### src/rtl/cmp_latch_array.sv
// rtl/cmp_latch_array.sv - multi-channel clocked decision latch with sync, glitch filter, strobe mode and event counters
//
// Each channel resolves a differential pair (vip, vin) into a held decision.
// The decision follows vip while the pair disagrees and holds while it agrees.
// A programmable filter requires filt_len consecutive qualifying mismatching
// cycles before the decision flips.
//
// Ports:
//   clk       single clock, all state on the rising edge
//   rst       synchronous reset, active-high
//   en        global enable; 0 freezes filter, outputs and counters
//   vip, vin  [CH] differential inputs, asynchronous to clk
//   filt_len  [FILT_W] qualifying cycles needed to flip; 0 acts as 1
//   mode      0 = continuous, 1 = strobed
//   strobe    sample qualifier, used only when mode=1
//   cnt_clr   synchronous clear of all event counters
//   cmp_out   [CH] held decision per channel
//   edge_evt  [CH] one-cycle pulse when the matching cmp_out bit changes
//   evt_cnt   [CH*CNT_W] saturating event counters, channel i at [i*CNT_W +: CNT_W]

module cmp_latch_array #(
    parameter int CH     = 4,
    parameter int FILT_W = 3,
    parameter int CNT_W  = 8
) (
    input  logic                clk,
    input  logic                rst,
    input  logic                en,
    input  logic [CH-1:0]       vip,
    input  logic [CH-1:0]       vin,
    input  logic [FILT_W-1:0]   filt_len,
    input  logic                mode,
    input  logic                strobe,
    input  logic                cnt_clr,
    output logic [CH-1:0]       cmp_out,
    output logic [CH-1:0]       edge_evt,
    output logic [CH*CNT_W-1:0] evt_cnt
);

    // Two-flop synchronisers, free-running regardless of en/mode
    logic [CH-1:0] vip_m_q, vip_s_q;
    logic [CH-1:0] vin_m_q, vin_s_q;

    logic [FILT_W-1:0] flt_q [CH];
    logic [FILT_W-1:0] flt_d [CH];
    logic [CNT_W-1:0]  cnt_q [CH];
    logic [CNT_W-1:0]  cnt_d [CH];
    logic [CH-1:0]     out_q, out_d;
    logic [CH-1:0]     evt_q, evt_d;

    logic              qual;
    logic [FILT_W:0]   thresh;

    // One bit wider than the filter counter so the incremented count never
    // wraps before it is compared against the threshold.
    assign thresh = (filt_len == '0) ? (FILT_W+1)'(1) : {1'b0, filt_len};
    assign qual   = en & (~mode | strobe);

    always_comb begin
        out_d = out_q;
        evt_d = '0;
        for (int i = 0; i < CH; i++) begin
            flt_d[i] = flt_q[i];
            cnt_d[i] = cnt_q[i];
            if (qual) begin
                if ((vip_s_q[i] ^ vin_s_q[i]) && (vip_s_q[i] != out_q[i])) begin
                    // >= rather than == so a filt_len lowered below the
                    // running count flips on the next mismatching cycle
                    if (({1'b0, flt_q[i]} + 1'b1) >= thresh) begin
                        out_d[i] = vip_s_q[i];
                        evt_d[i] = 1'b1;
                        flt_d[i] = '0;
                    end else begin
                        flt_d[i] = flt_q[i] + 1'b1;
                    end
                end else begin
                    flt_d[i] = '0;
                end
            end
            // Clear wins over the old count, but a coincident event still lands
            if (cnt_clr) begin
                cnt_d[i] = evt_d[i] ? CNT_W'(1) : '0;
            end else if (evt_d[i] && (cnt_q[i] != {CNT_W{1'b1}})) begin
                cnt_d[i] = cnt_q[i] + 1'b1;
            end
        end
    end

    always_ff @(posedge clk) begin
        if (rst) begin
            vip_m_q <= '0;
            vip_s_q <= '0;
            vin_m_q <= '0;
            vin_s_q <= '0;
            out_q   <= '0;
            evt_q   <= '0;
            for (int i = 0; i < CH; i++) begin
                flt_q[i] <= '0;
                cnt_q[i] <= '0;
            end
        end else begin
            vip_m_q <= vip;
            vip_s_q <= vip_m_q;
            vin_m_q <= vin;
            vin_s_q <= vin_m_q;
            out_q   <= out_d;
            evt_q   <= evt_d;
            for (int i = 0; i < CH; i++) begin
                flt_q[i] <= flt_d[i];
                cnt_q[i] <= cnt_d[i];
            end
        end
    end

    assign cmp_out  = out_q;
    assign edge_evt = evt_q;

    for (genvar g = 0; g < CH; g++) begin : g_cnt
        assign evt_cnt[g*CNT_W +: CNT_W] = cnt_q[g];
    end

endmodule
### config.mk
export PLATFORM = sky130hd
export DESIGN_NAME = cmp_latch_array
export DESIGN_NICKNAME = d
export VERILOG_FILES = /design/src/rtl/cmp_latch_array.sv
export SDC_FILE = /design/constraint.sdc
export NUM_CORES = 1
export LEC_CHECK = 0
export BUFFER_PORTS_ARGS = -buffer_cell sky130_fd_sc_hd__buf_2
export CORE_ASPECT_RATIO = 1.2
export CORE_MARGIN = 3
export CORE_UTILIZATION = 30
export CTS_CLUSTER_SIZE = 14
export DETAILED_ROUTE_END_ITERATION = 10
export GPL_TIMING_DRIVEN = 0
export PLACE_DENSITY = 0.56
export SETUP_SLACK_MARGIN = 0.5
export SYNTH_ARGS = -nofsm -noshare
export SYNTH_HDL_FRONTEND = slang
export SYNTH_SLANG_ARGS = --single-unit
### constraint.sdc
create_clock -name clk -period 2.6 [get_ports clk]
set_input_delay 0.26 -clock clk [delete_from_list [all_inputs] [get_ports clk]]
set_output_delay 0.26 -clock clk [all_outputs]
set_load 0.02 [all_outputs]
* Word-level counts from Yosys, hierarchy flattened
Memory sizes are Yosys's and may differ from the RTL's.
Index checks and enable logic that the tools add are counted.
W data, S select, Z words.
** Word-level totals
- Bits of input ports :: 17
- Memories kept :: 2
- Bits in writable memories :: 44
- Register bits :: 24
- Output and inout port bits :: 40
** Memory list
- cnt_q :: depth 4, width 8, read ports 4, clocked after Yosys merged registers in 0, write ports 4, RTL line 46 : logic [CNT_W-1:0] cnt_q [CH];
- flt_q :: depth 4, width 3, read ports 4, clocked after Yosys merged registers in 0, write ports 4, RTL line 44 : logic [FILT_W-1:0] flt_q [CH];
** Cells by class
- Reduce and logical (&&, ||, !) cells :: 13
- Muxes and demuxes :: 48
- Bitwise logic cells :: 15
- Order comparisons :: 4
- Add/sub/neg operators :: 12
- Equality and inequality tests :: 8
** Operators with widths (number)
- $mux W8 :: 12
- $mux W3 :: 17
- $add A8 B1 Y8 const B :: 4
- $ne A8 B8 Y1 const B :: 4
- $mux W1 :: 19
- $add A3 B1 Y4 const B :: 4
- $ge A4 B3 Y1 :: 4
- $add A3 B1 Y3 const B :: 4
- $reduce_and A3 Y1 :: 4
- $or A1 B1 Y1 :: 9
- $logic_and A1 B1 Y1 :: 8
- $ne A1 B1 Y1 :: 4
- $xor A1 B1 Y1 :: 4
- $logic_not A3 Y1 :: 1
- $and A1 B1 Y1 :: 1
- $not A1 Y1 :: 1

* Depth between registers and ports, before layout
- Depth in word-level cells :: 10
- Gate-level depth with buffers :: 9

* Worst setup path before layout
Ideal clock, no wire load.
- Path kind :: register -> register
- Start point :: memory flt_q[0][0]
- End point :: memory cnt_q[0][5]
- Stages on the path, launching flop included :: 9
- Slack :: 0.454 ns
- Clock period less this slack :: 2.146 ns
- Arrival time :: 2.076 ns
- Cells stage by stage :: dfxtp_1 > ha_1 > nor2b_1 > or2_2 > ha_1 > o21ai_0 > o21a_2 > or4_1 > a21oi_1
** RTL lines (RTL line)
- start: declaration :: 44
- end: declaration :: 46

==> out/qor.yml <==
routed.top_layer: "met4"
power.share.combinational_pct: 7.6
detailedRoute.firstIterationViolations: 142
clock_path_buffers: 2
cts-buffers-inserted: 9
ctsHoldBuffers: 0
grt_max_degree: 12
power_frac_seq_pct: 41.3
cts_tree: "built"
p_switching_mw: 0.580
grt.total_usage_pct: 16.2
r2r_slack_ps: 450
drt-wirelength-per-cell_um: 16.5
drive_gt1_share_pct: 33.5
routed-via-count: 3404
finalCriticalPeriod_ps: 2150
hpwlAfterDp_um: 6830
wl_met3_um: 437
worstHoldPathType: "input pin to register"
outcome: "completed"
ys.warnings.count: 0
layout-area-overhead-vs-synth_pct: 36.7
fill_count: 1117
netlist_area_um2: 3560
clock_sink_count: 68
grt_antenna_before_repair: 0
path_clk_slew_ps: 60
synth_top_flop_cell: "dfxtp_1"
seq_area_frac_synth_pct: 38.2
clk_latency_ps: 330
leakage_power_total_nw: 1.85
number_of_synthesized_flops_with_an_enable_pin: 0
remaining_global_route_overflow: 0
fin_crit_sh_pct: 82.8
postSynthRegisterBits: 68
synth_async_sr_flop_share_pct: 0
finalNetCount: 518
placement.io_buffers: 55
wirelength_um: 10500
total_power_mw: 2.57
pwr_density_cell_nw_per_um2: 527
totalNegativeSetupSlack_ps: 0
timing.max_slew.rel_slack_pct: 27.8
regArea_um2: 1380
worst_setup_path_start_kind: "register"
first_pass_grt_wire_length_um: 17300
most-common-layout-cells: "dfxtp_1 (60), buf_2 (59), nand2_1 (33), a21oi_1 (22), nor2b_1 (21)"
intPower_mw: 1.99
floorplan.io_pins: 57
n_antenna_cell: 0
max_slew.worst_pin.slew_ps: 1080
report.final.hold_viol_count: 0
drc_errors: 0
unrepaired_setup_endpoints_after_global_routing: "yes"
synthesis.nets: 436
cp_max_fo: 8
peakVddDrop_v: 0.000290
die_h_um: 125
drv_cap: 0
worst-endpoint-required_ps: 2870
multiInputGateArea_um2: 2410
cts.root.buffer_cell: "clkbuf_16"
cts.htree.levels: 3
synth.distinct_cells: 46
final_worst_hold_slack_ps: 133
finClkSkew_ps: 5.49
core_um2: 11300
crit_path_kind: "register to register"
die_outline_area_um2: 13200
vias_per_cell: 5.32
die-width_um: 105
syn-instance-count: 399
dr_wl_met2_um: 5070
final_number_of_max_transition_violations: 0
setup_violations: 0
gpl.final_weighted_congestion: 0.856
route.antenna.remaining_nets: 0
layout.core_utilization_pct: 43.1
worst_ep_arrival_time_ps: 2420
p_sw_share_pct: 22.6
grt_pass1_vias: 3500
initial_utilization_pct: 31.5
fmax_mhz: 465
worst_setup_path_end_kind: "register"
first_pass_iters: 4
postSynthAreaPerCell_um2: 8.92
floorplan.rows: 42
met1_wire_length_um: 4760
layout_commonest_cell: "dfxtp_1"
power_frac_clock_pct: 51.2
## worst paths after layout
| path | startpoint | to | cells past startpoint |
|---|---|---|---|
| worst min-delay path | vip[3] | vip_m_q[3] | 2 |
| worst min register to register | vin_m_q[0] | vin_s_q[0] | 1 |
| worst max-delay path | flt_q[2][0] | cnt_q[2][5] | 8 |
| worst max register to register | flt_q[2][0] | cnt_q[2][5] | 8 |
## critical path, cell delays in order, from the launching register on
cell and delay [ps]:
dfxtp_4 350, ha_4 150, nor2b_4 120, or2_4 260, ha_4 270, o21ai_4 50, o21a_4 220, or4_4 540
a21oi_2 120
## kinds of logic after synthesis
kind of cell / Yosys count / share of synthesized area (%)
buf+inv: 24 / 4.29
flops: 68 / 38.2
simple gates: 175 / 27.7
compound gates: 99 / 19.1
mux: 13 / 3.66
fa+ha+maj: 20 / 7.03
## Yosys cell counts (9+ instances only)
master | instances | area share (%)
mux2i_1 | 13 | 3.7
dfxtp_1 | 68 | 38
clkbuf_1 | 9 | 0.95
nor3_1 | 18 | 2.5
ha_1 | 20 | 7.0
nand2_1 | 33 | 3.5
nor2b_1 | 24 | 4.2
nand3_1 | 15 | 2.1
or3_1 | 18 | 3.2
o21ai_0 | 14 | 2.0
a21oi_1 | 23 | 3.2
nor2_1 | 16 | 1.7
## routing by layer
metal  vias to the layer above  global-route usage (%)
li1                       1669                       -
met1                      1616                    20.3
met2                        96                    26.5
met3                        23                    3.56
met4                         0                    6.95
met5                         -                       0
## power by group through the flow
stage	registers, mW	clock network, mW	logic [mW]
after floorplan	1.08	0	0.0957
after global placement	1.09	0	0.152
after detailed placement	1.09	0	0.155
after CTS	1.06	1.33	0.181
after global routing	1.06	1.38	0.211
final	1.06	1.31	0.195
## metrics by stage
stage | std cells | area, um^2 | setup slack, ps
after floorplan | 399 | 3570 | 504
after global placement | 608 | 4040 | 264
final | 640 | 4870 | 447
after detailed placement | 608 | 4040 | 193
after global routing | 640 | 4870 | 394
after CTS | 634 | 4680 | 418
## repair_timing
item                       in CTS  in global routing
setup endpoints to repair      35                 42
cloned                          1                  0
gates resized for setup        53                 31
pin swaps                      27                 19
buffers inserted                9                  6
## layout make-up
class	count	area share, %
clock inverter	5	1.54
sequential	68	28.4
tap	154	3.96
clock buffer	11	4.99
multi-input combinational	307	49.6
buffer	19	2.88
timing repair buffer	71	8.23
inverter	5	0.386
## flip-flops by register name, indices dropped and copies added (netlist names)
register and cells:
vip_s_q 4, vin_s_q 4, edge_evt 4, flt_q 12
vin_m_q 4, cnt_q 32, cmp_out 4, vip_m_q 4
Note: power is estimated with default switching activity, not from simulation.
